[config.mk]
export PLATFORM = sky130hd
export DESIGN_NAME = board_state
export DESIGN_NICKNAME = d
export VERILOG_FILES = /design/src/rtl/board_state.sv
export SDC_FILE = /design/constraint.sdc
export NUM_CORES = 1
export LEC_CHECK = 0
export BUFFER_PORTS_ARGS = -buffer_cell sky130_fd_sc_hd__buf_2
export CAP_MARGIN = 20
export CORE_MARGIN = 2
export CORE_UTILIZATION = 50
export DETAILED_ROUTE_END_ITERATION = 10
export PLACE_DENSITY_LB_ADDON = 0.08
export SLEW_MARGIN = 10
export SYNTH_ARGS = -nofsm -noshare
export SYNTH_HDL_FRONTEND = slang
export SYNTH_SLANG_ARGS = --single-unit
[constraint.sdc]
create_clock -name clk -period 12.1 [get_ports clk]
set_input_delay 1.21 -clock clk [delete_from_list [all_inputs] [get_ports clk]]
set_output_delay 1.21 -clock clk [all_outputs]
set_load 0.05 [all_outputs]
[src/rtl/board_state.sv]
// -----------------------------------------------------------------------------
// board_state
//
// Sequential 8x8 board register file. Accepts one move command at a time over
// a valid/ready handshake, checks that the source holds a piece of the side to
// move and that the destination is not one of its own pieces, applies the
// move, and tracks side-to-move plus a sticky game-over flag that is set when a
// king is captured. No piece-movement legality is checked here; that belongs
// to the downstream/upstream per-piece checkers fed from boardPos.
//
// Square code: bit0 = occupied, bit1 = colour (1 = black, 0 when empty),
//              bit2 = king.
//
// Handshake: a move is transferred on a rising edge where move_valid and
// move_ready are both 1. move_ready is 1 only in IDLE while game_over is 0.
// The response (move_done or move_err) is a single-cycle pulse two cycles
// after the accepting edge; the next move can be accepted one cycle later.
//
// Optional feature macro: BOARD_LOAD_EN
//   Adds load_valid/load_row/load_col/load_data. A load writes one square in
//   IDLE when move_valid is 0, and is accepted even after game over.
//
// Ports:
//   clk, reset                    rising-edge clock, async active-high reset
//   move_valid / move_ready       move command handshake
//   from_row/from_col/to_row/to_col  move coordinates (row 0 = top, col 0 = left)
//   move_done / move_err          one-cycle response pulses
//   err_code                      1 src empty, 2 wrong colour, 3 own dst / from==to
//   captured                      code removed from destination (with move_done)
//   turn                          side to move (0 white, 1 black)
//   game_over                     sticky, set on king capture
//   boardPos                      boardPos[row][col] = 3-bit square code
//   o_dbg_state                   current FSM state (debug)
// -----------------------------------------------------------------------------
module board_state #(
    parameter bit INIT_STANDARD = 1'b1,
    parameter bit START_COLOR   = 1'b0
) (
    input  logic                  clk,
    input  logic                  reset,
    input  logic                  move_valid,
    output logic                  move_ready,
    input  logic [2:0]            from_row,
    input  logic [2:0]            from_col,
    input  logic [2:0]            to_row,
    input  logic [2:0]            to_col,
    output logic                  move_done,
    output logic                  move_err,
    output logic [1:0]            err_code,
    output logic [2:0]            captured,
    output logic                  turn,
    output logic                  game_over,
    output logic [7:0][7:0][2:0]  boardPos,
`ifdef BOARD_LOAD_EN
    input  logic                  load_valid,
    input  logic [2:0]            load_row,
    input  logic [2:0]            load_col,
    input  logic [2:0]            load_data,
`endif
    output logic [1:0]            o_dbg_state
);

    typedef enum logic [1:0] {
        S_IDLE  = 2'd0,
        S_CHECK = 2'd1,
        S_WRITE = 2'd2,
        S_RESP  = 2'd3
    } state_t;

    state_t               r_state;
    state_t               w_state_next;

    logic [7:0][7:0][2:0] r_board;
    logic                 r_turn;
    logic                 r_game_over;
    logic [1:0]           r_err;
    logic [2:0]           r_captured;
    logic [2:0]           r_from_row;
    logic [2:0]           r_from_col;
    logic [2:0]           r_to_row;
    logic [2:0]           r_to_col;

    logic                 w_ready;
    logic                 w_accept;
    logic [2:0]           w_src;
    logic [2:0]           w_dst;
    logic                 w_same_sq;
    logic [1:0]           w_err_calc;

    // Reset image of the board.
    function automatic logic [7:0][7:0][2:0] init_board();
        logic [7:0][7:0][2:0] b;
        b = '0;
        if (INIT_STANDARD) begin
            for (int r = 0; r < 8; r++) begin
                for (int c = 0; c < 8; c++) begin
                    if (r <= 1) begin
                        b[r[2:0]][c[2:0]] = 3'b011;
                    end else if (r >= 6) begin
                        b[r[2:0]][c[2:0]] = 3'b001;
                    end
                end
            end
            b[0][4] = 3'b111;
            b[7][4] = 3'b101;
        end
        return b;
    endfunction

    assign w_src     = r_board[r_from_row][r_from_col];
    assign w_dst     = r_board[r_to_row][r_to_col];
    assign w_same_sq = (r_from_row == r_to_row) && (r_from_col == r_to_col);

    // Ownership checks in priority order: empty source, wrong colour,
    // then own-colour destination or a null move.
    always_comb begin
        w_err_calc = 2'd0;
        if (!w_src[0]) begin
            w_err_calc = 2'd1;
        end else if (w_src[1] != r_turn) begin
            w_err_calc = 2'd2;
        end else if ((w_dst[0] && (w_dst[1] == r_turn)) || w_same_sq) begin
            w_err_calc = 2'd3;
        end
    end

    // Next-state and handshake/response outputs.
    always_comb begin
        w_state_next = r_state;
        w_ready      = 1'b0;
        w_accept     = 1'b0;
        move_done    = 1'b0;
        move_err     = 1'b0;
        err_code     = 2'd0;
        captured     = 3'd0;
        case (r_state)
            S_IDLE: begin
                w_ready  = !r_game_over;
                w_accept = w_ready && move_valid;
                if (w_accept) begin
                    w_state_next = S_CHECK;
                end
            end
            S_CHECK: begin
                w_state_next = S_WRITE;
            end
            S_WRITE: begin
                w_state_next = S_RESP;
            end
            S_RESP: begin
                move_done    = (r_err == 2'd0);
                move_err     = (r_err != 2'd0);
                err_code     = r_err;
                captured     = (r_err == 2'd0) ? r_captured : 3'd0;
                w_state_next = S_IDLE;
            end
            default: begin
                w_state_next = S_IDLE;
            end
        endcase
    end

    always_ff @(posedge clk or posedge reset) begin
        if (reset) begin
            r_state     <= S_IDLE;
        end else begin
            r_state     <= w_state_next;
        end
    end

    always_ff @(posedge clk or posedge reset) begin
        if (reset) begin
            r_board     <= init_board();
            r_turn      <= START_COLOR;
            r_game_over <= 1'b0;
            r_err       <= 2'd0;
            r_captured  <= 3'd0;
            r_from_row  <= 3'd0;
            r_from_col  <= 3'd0;
            r_to_row    <= 3'd0;
            r_to_col    <= 3'd0;
        end else begin
            case (r_state)
                S_IDLE: begin
                    if (w_accept) begin
                        r_from_row <= from_row;
                        r_from_col <= from_col;
                        r_to_row   <= to_row;
                        r_to_col   <= to_col;
                    end
`ifdef BOARD_LOAD_EN
                    // Loads only while no move is being offered, so a load
                    // can never collide with an accept on the same edge.
                    else if (load_valid && !move_valid) begin
                        r_board[load_row][load_col] <= load_data;
                    end
`endif
                end
                S_CHECK: begin
                    r_err <= w_err_calc;
                end
                S_WRITE: begin
                    if (r_err == 2'd0) begin
                        // from != to is guaranteed here, so both writes land.
                        r_board[r_to_row][r_to_col]     <= w_src;
                        r_board[r_from_row][r_from_col] <= 3'd0;
                        r_captured                      <= w_dst;
                    end else begin
                        r_captured                      <= 3'd0;
                    end
                end
                S_RESP: begin
                    if (r_err == 2'd0) begin
                        r_turn <= !r_turn;
                        if (r_captured[2]) begin
                            r_game_over <= 1'b1;
                        end
                    end
                end
                default: begin
                end
            endcase
        end
    end

    assign move_ready  = w_ready;
    assign turn        = r_turn;
    assign game_over   = r_game_over;
    assign boardPos    = r_board;
    assign o_dbg_state = r_state;

endmodule
* Yosys cells after proc, flatten, opt, wreduce, memory -nomap -nowiden
Index checks and enable logic that the tools add are counted.
** Cells by class
- Magnitude comparators :: 8
- Eq/ne operators :: 8
- Muxes and demuxes :: 30
- Bitwise logic cells :: 2
- Reductions and logical operators :: 17
** Operators with widths (number)
- AND 192 bit :: 1
- bitwise mux 192 bit :: 1
- NOT 192 bit :: 1
- binary-select mux 24 bit (select 3 bit) :: 2
- demux 24 bit (select 3 bit) :: 2
- 2-to-1 mux 24 bit :: 4
- 2-to-1 mux 3 bit :: 7
- binary-select mux 3 bit (select 3 bit) :: 2
- demux 3 bit (select 3 bit) :: 2
- less-than comparator 3 x 4 -> 1 bit (second input constant) :: 4
- greater-or-equal comparator 3 x 1 -> 1 bit (second input constant) :: 4
- 2-to-1 mux 2 bit :: 5
- case mux 2 bit (4 select lines) :: 1
- logical AND 1 bit :: 7
- == test 3 bit :: 2
- AND reduction 2 bit :: 3
- == test 2 bit (second input constant) :: 2
- logical NOT 2 bit :: 2
- 2-to-1 mux 1 bit :: 4
- AND reduction 3 bit :: 1
- == test 2 x 1 -> 1 bit (second input constant) :: 1
- logical NOT 1 bit :: 2
- != test 2 bit (second input constant) :: 1
- nonzero test 2 bit :: 1
- other kinds (3) :: 3
** Word-level totals
- Bits in registers :: 213
- Input bits :: 15
- Output and inout bits :: 204

* Depth between registers and ports, before layout
Gate-level depths: netlist of run 1.
- Word-level depth :: 10
- Depth in mapped cells :: 13
- Mapped depth without buffers :: 8

* Worst setup path before layout of run 1
OpenSTA, ideal clock, no wires.
- Path kind :: register to output
- From :: register r_state[1], in the netlist o_dbg_state[1]
- To :: output move_err
- Arrival time :: 1765 ps
- Setup slack :: 9125 ps
- Stages on the path, launching flop included :: 4
- Path through :: dfrtp_1 > ha_1 > and2_1 > or2_2
** Between the ends
- Longest elaborated chain between the ends :: 2
** RTL lines
- start, declared :: RTL line 70 : state_t r_state;
- start signal, assigned :: RTL line 167 : r_state <= w_state_next;
- == test 2 bit :: RTL line 136 : case (r_state)
- 2-to-1 mux 1 bit :: RTL line 136
- end, declared :: RTL line 48 : output logic move_err,
No other way between the ends.

* Worst setup path in the final report of run 1
- From :: register r_from_row[2]
- To :: register r_board, in the netlist boardPos[58]
** Between the ends
- Longest elaborated chain between the ends :: 6
** RTL lines
- start, declared :: RTL line 78 : logic [2:0] r_from_row;
- start signal, assigned :: RTL line 186 : r_from_row <= from_row;
- binary-select mux 24 bit (select 3 bit) (tied with other cells) :: RTL line 110 : assign w_src = r_board[r_from_row][r_from_col];
- 2-to-1 mux 24 bit (implied by the code) or logical AND 1 bit (tied branches) :: RTL line 110, 206
- binary-select mux 3 bit (select 3 bit) or 2-to-1 mux 24 bit (tied branches) :: RTL line 110, 206
- 2-to-1 mux 3 bit (implied by the code) or demux 24 bit (select 3 bit) (tied branches) :: RTL line 110, 206
- bitwise mux 192 bit or NOT 192 bit (tied branches)
- AND 192 bit (no line) *
- end signal, assigned :: RTL line 173 : r_board <= init_board();
- end signal, assigned by index :: RTL line 205 : r_board[r_to_row][r_to_col] <= w_src;
- end, declared :: RTL line 73 : logic [7:0][7:0][2:0] r_board;
Mark *: on every way between the ends. The rest lies on a longest branch, timed or not. The select of a mux whose other input is x is not followed.
A chain may end at the register's enable or synchronous reset.

==> results of run 1 <==
worst reg2reg max path, stage by stage (launching register included):
cell	delay [ns]
dfrtp_2	0.34
buf_4	0.57
nor2_1	0.53
a221oi_1	0.39
a21oi_1	0.08
o21ai_0	0.50
o211ai_1	0.25
nor4_2	0.49
nand2b_2	0.74
buf_4	0.46
o21ai_0	0.21
layer usage:
metal	vias to the layer above	part of all wire (%)	track usage [%]
li1	5481	-	-
met1	6375	39	56.11
met2	934	43	61.06
met3	224	12	9.596
met4	0	5.5	19.06
met5	-	0	0
Yosys cell counts, types with 20 or more instances:
master / n / area (µm²)
a22oi_1: 35 / 262.8
clkbuf_1: 55 / 206.5
nand2_1: 148 / 555.5
a21oi_1: 34 / 170.2
o21ai_0: 192 / 960.9
inv_1: 50 / 187.7
dfrtp_1: 163 / 4079
o21ai_1: 33 / 165.2
mux2i_1: 50 / 500.5
dfstp_2: 50 / 1314
a22o_1: 93 / 814.5
mux4_2: 20 / 450.4
buf_2: 27 / 135.1
nor3_1: 38 / 190.2
mux2_2: 28 / 315.3
a221oi_1: 27 / 236.5
nor2_1: 150 / 563.0
o22ai_1: 28 / 175.2
layout make-up:
class	instances	share of cell area [%]
clock buffers	35	4.704
well taps	330	2.802
flip-flops and latches	213	36.65
repair buffers	238	8.585
clock inverters	9	0.8577
diodes	1	0.01698
multi-input cells	1034	45.01
inverters	52	1.376
per-stage QoR:
stage               area (µm²)  hold slack [ns]  instances
floorplan                12780           0.4995       1408
global route             14730           0.5060       1911
finish                   14730           0.4907       1912
CTS                      14700           0.4916       1910
global placement         13870           0.4799       1865
detailed placement       13880           0.4836       1866
state kept, by name, indices dropped and copies added (netlist names):
| signal | flops |
|---|---|
| boardPos | 192 |
| r_captured | 3 |
| r_from_col | 3 |
| r_from_row | 3 |
| r_to_col | 3 |
| r_to_row | 3 |
| o_dbg_state | 2 |
| r_err | 2 |
| game_over | 1 |
| turn | 1 |
kinds of logic after synthesis:
logic type,Yosys count
fa+ha+maj,4
flops,213
compound gates,501
xor+xnor,10
buf+inv,161
mux,107
simple gates,412
final timing paths:
check / from / to / cells past startpoint
worst max-delay path: r_from_row[2] / boardPos[58] / 10
worst max register to register: r_from_row[2] / boardPos[58] / 10
worst min register to register: boardPos[186] / boardPos[186] / 2
max in group asynchronous: reset / r_to_row[2] / 3
min in group asynchronous: reset / boardPos[157] / 2
worst min-delay path: boardPos[186] / boardPos[186] / 2
power breakdown:
| part | switching [mW] | leakage (nW) | internal [mW] |
|---|---|---|---|
| clock | 0.311 | 0.401 | 0.461 |
| combinational | 1.19 | 3.49 | 0.382 |
| sequential | 0.147 | 2.75 | 0.799 |
==> flow_summary.toml, run 1 <==
[clocking]
root_buffer = "clkbuf_16"
h-tree-depth = 1
cts_tree = "done"
cts.sinks = 213
clk_latency_ns = 0.55
postCtsSetupBuffers = 0
clkSlewWorstSetupHoldPaths_ns = 0.06
clock_path_buffers = 3
cts_inserted_buffers = 24
cts-resized-gates = 0
ctsHoldBuffers = 0

[sta]
finalCritPeriodShare_pct = 38.71
tightest_slew_ns = 1.256
finClkSkew_ns = 0.01882
slew_viol_final = 0
final-setup-viol-count = 0
period_minus_slack_ns = 4.684
setup_tns_ns = 0
fmax_ghz = 0.2135
hold_violations = 0
max_slew_margin_pct = 15.99
rsz0062_at_grt = "false"
finalWorstSetupSlack_ns = 7.416

[critical_path]
cp_num_buf_inv = 2
critPathKind = "flop to flop"
cp_data_arrival_time_ns = 5.08
rrSetupSlack_ns = 7.42
cp.required_ns = 12.49
path_delay_family = "simple AND/OR/NAND/NOR gates"
start_kind = "flop"
slowest_stage = "nand2b_2"
cp_slowest_stage_delay_ns = 0.73
crit_chain = "buf_4, nor2_1, a221oi_1, a21oi_1, o21ai_0, o211ai_1, nor4_2, nand2b_2, buf_4, o21ai_0"
setup.worst_path.end_class = "flop"
crit_fanout = 56

[logic_synthesis]
synthAdderAreaFrac_pct = 0.3917
synth_area_um2 = 12780
seq_area_frac_synth_pct = 42.21
synth_cell_types = 64
synthArstFlopShare_pct = 100.0
synth_compound_area_share_pct = 25.86
synth_top_flop_cell = "dfrtp_1"
synthSimpleGateAreaFrac_pct = 14.18
syn_avg_cell_area_um2 = 9.074
synth.net_count = 1427
yosysWarnings = 0
muxShareOfSynthArea_pct = 10.73
synth-xor-area-share_pct = 0.6855
synth-edff-count = 0
synth_top_family_by_area = "compound AO/OA/AOI/OAI gates"
ys_ff_latch = 213
syn-instance-count = 1408

[finish]
fill_cells = 2284
final_cell_mix = "218 x buf_2, 192 x o21ai_0, 157 x dfrtp_1, 150 x nor2_1, 148 x nand2_1"
drive_gt1_share_pct = 25.17
final_util_pct = 58.68
seq_area_um2 = 5400
area_growth_syn_to_layout_pct = 15.33
nets = 1582
final_common_cell = "buf_2"
multiInputGateArea_um2 = 6631

[global_route]
antenna_found_initial = 1
grt_pass1_vias = 12080
grt_first_pass_wirelength_mm = 80.57
grt_overflow = 0
grt_usage_pct = 40.81
grt_max_degree = 147

[die]
design.core.area_um2 = 25110
initial_core_util_pct = 50.88
rows = 58
die_w_um = 163.9
ios = 219
die_y_um = 163.9
die_area_um2 = 26850

[placement]
io_buffers = 218
dp_hpwl_mm = 37.42
pre_cts_slack_ns = 7.655
gp_congestion = 1.042

[detailed_routing]
wl_per_cell_um = 28.96
antenna_left = 0
drt-initial-drc-count = 1950
drc = 0
first_pass_iters = 6
routed_via_density = 6.806
routed_wl_mm = 55.37
num_vias = 13010

[power_and_ir_drop]
power_mw = 3.294
peakVddDrop_mv = 0.1660
p_per_area_nw_per_um2 = 223.5
leakage_nw = 6.635

[status]
status = "finished clean"

[worst_hold_path]
min_path_type = "flop to flop"

[job]
cap_violations = 0
Note: power is estimated with default switching activity, not from simulation.
==> run 2: changes to the inputs <==
- clock period: 12.1 -> 4.6 ns (I/O delays scaled with it)
==> flow_summary.toml, run 2 (synthesis gave the netlist of run 1 again) <==
[status]
status = "finished clean"

[detailed_routing]
wl_per_cell_um = 28.95
drt-initial-drc-count = 2011
routed_via_density = 6.804
num_vias = 13150
antenna_left = 0
drc = 0
routed_wl_mm = 55.92
first_pass_iters = 6

[sta]
period_minus_slack_ns = 3.929
finClkSkew_ns = 0.01707
final-setup-viol-count = 0
whs_ns = 0.08602
slew_viol_final = 0
finalCritPeriodShare_pct = 85.41
setup_tns_ns = 0
max_slew_margin_pct = 31.26
tightest_slew_ns = 1.029
hold_violations = 0
rsz0062_at_grt = "false"
fmax_ghz = 0.2545

[placement]
dp.cells = 1888
gp_congestion = 1.045
io_buffers = 218
dp_hpwl_mm = 39.39

[critical_path]
crit_chain = "nor2_1, a22o_1, a22o_1, a21oi_1, o22ai_1, nor4_2, nand2b_2, buf_12, o21ai_0"
rrSetupSlack_ns = 0.67
cp_num_buf_inv = 1
cp_slowest_stage_delay_ns = 0.86
cp_common_cell = "a22o_1"
start_kind = "flop"
path_delay_family = "simple AND/OR/NAND/NOR gates"
cp_data_arrival_time_ns = 4.32
r2r_end = "boardPos[175]"
setup.worst_path.end_class = "flop"
slowest_stage = "dfrtp_2"
cp.required_ns = 4.99
critPathKind = "flop to flop"
crit_fanout = 35
reg2reg_from = "r_from_row[2]"
ff2ff_path_depth = 9

[worst_hold_path]
min_path_type = "primary input to async pin"

[clocking]
h-tree-depth = 1
cts-resized-gates = 0
ctsHoldBuffers = 0
clock_path_buffers = 3
postCtsSetupBuffers = 0
clkSlewWorstSetupHoldPaths_ns = 0.06
cts_inserted_buffers = 24
cts.sinks = 213
cts_tree = "done"
clk_latency_ns = 0.54
root_buffer = "clkbuf_16"

[global_route]
antenna_found_initial = 1
grt_first_pass_wirelength_mm = 81.87
grt_pass1_vias = 12490
grt_usage_pct = 41.48
grt_overflow = 0
grt_max_degree = 120

[power_and_ir_drop]
p_int_mw = 4.273
seqPwrFrac_pct = 31.4
clockPowerShare_pct = 21.5
leakage_nw = 6.722
switching_power_mw = 4.395
power_mw = 8.667
combinationalPowerShare_pct = 47.0
peakVddDrop_mv = 0.3888
p_per_area_nw_per_um2 = 583.6
swShare_pct = 50.71

[die]
rows = 58
initial_core_util_pct = 50.88
die_w_um = 163.9
die_y_um = 163.9
ios = 219
design.core.area_um2 = 25110
die_area_um2 = 26850

[finish]
area_growth_syn_to_layout_pct = 16.25
final_common_cell = "buf_2"
largest_reg_flops = 192
final_cell_mix = "218 x buf_2, 192 x o21ai_0, 157 x dfrtp_1, 150 x nor2_1, 148 x nand2_1"
drive_gt1_share_pct = 26.22
diodes = 0
nets = 1603
fin_cells = 1932

[job]
cap_violations = 0
[run 2: cell count changes in the layout (fill, tap and decap cells not counted), moves of 2 or more]
| cell | change |
|---|---|
| clkbuf_8 | +2 |
| buf_12 | +4 |
| buf_4 | +19 |
| bufinv_16 | -3 |
| clkinv_2 | +3 |
[run 2: area by class of cell]
class | instances | area [µm²]
clock buffers | 36 | 716.9
clock inverters | 8 | 42.54
fillers | 2299 | 10260
inverters | 52 | 198.9
multi-input cells | 1034 | 6631
flip-flops and latches | 213 | 5400
well taps | 330 | 412.9
repair buffers | 259 | 1449
[run 2: worst reg2reg max path, stage by stage, from the launching register on]
cell	delay (ns)
dfrtp_2	0.86
nor2_1	0.46
a22o_1	0.35
a22o_1	0.23
a21oi_1	0.18
o22ai_1	0.11
nor4_2	0.55
nand2b_2	0.59
buf_12	0.29
o21ai_0	0.18
[run 2: how the worst max path moves through the flow]
stage / startpoint / endpoint / slack (ns) / cells past startpoint
floorplan: reset / boardPos[100] / 1.41 / 1
global placement: r_from_row[2] / boardPos[175] / 0.93 / 9
detailed placement: r_from_row[2] / boardPos[139] / 0.81 / 10
CTS: r_from_row[2] / boardPos[175] / 0.79 / 10
global route: r_from_row[0] / boardPos[175] / 0.53 / 10
finish: r_from_row[2] / boardPos[175] / 0.67 / 9
[run 2: power by group through the flow]
| stage | Clock, mW | Combinational [mW] | Sequential, mW |
|---|---|---|---|
| after detailed placement | 0 | 3.91 | 2.71 |
| final | 1.87 | 4.08 | 2.72 |
| after global routing | 1.95 | 4.18 | 2.74 |
| after floorplan | 0 | 2.43 | 2.74 |
| after global placement | 0 | 3.89 | 2.71 |
| after CTS | 1.88 | 3.92 | 2.68 |
[run 2: per-layer routing]
| metal | wire length [µm] | up-vias | GRT usage [%] |
|---|---|---|---|
| met1 | 21830 | 6426 | 56.53 |
| met5 | 13 | - | 0 |
| met2 | 24260 | 978 | 62.80 |
| met3 | 6706 | 216 | 9.621 |
| met4 | 3112 | 2 | 19.34 |
| li1 | - | 5524 | - |
[run 2: through the flow]
step / utilization, % / worst slack, ns / area (µm²)
2_1_floorplan: - / 1.411 / 12780
3_3_place_gp: 56.12 / 0.9323 / 14090
3_5_place_dp: 56.12 / 0.8131 / 14090
4_1_cts: 59.15 / 0.7894 / 14850
5_1_grt: 59.15 / 0.5342 / 14850
6_report: 59.15 / 0.6713 / 14850
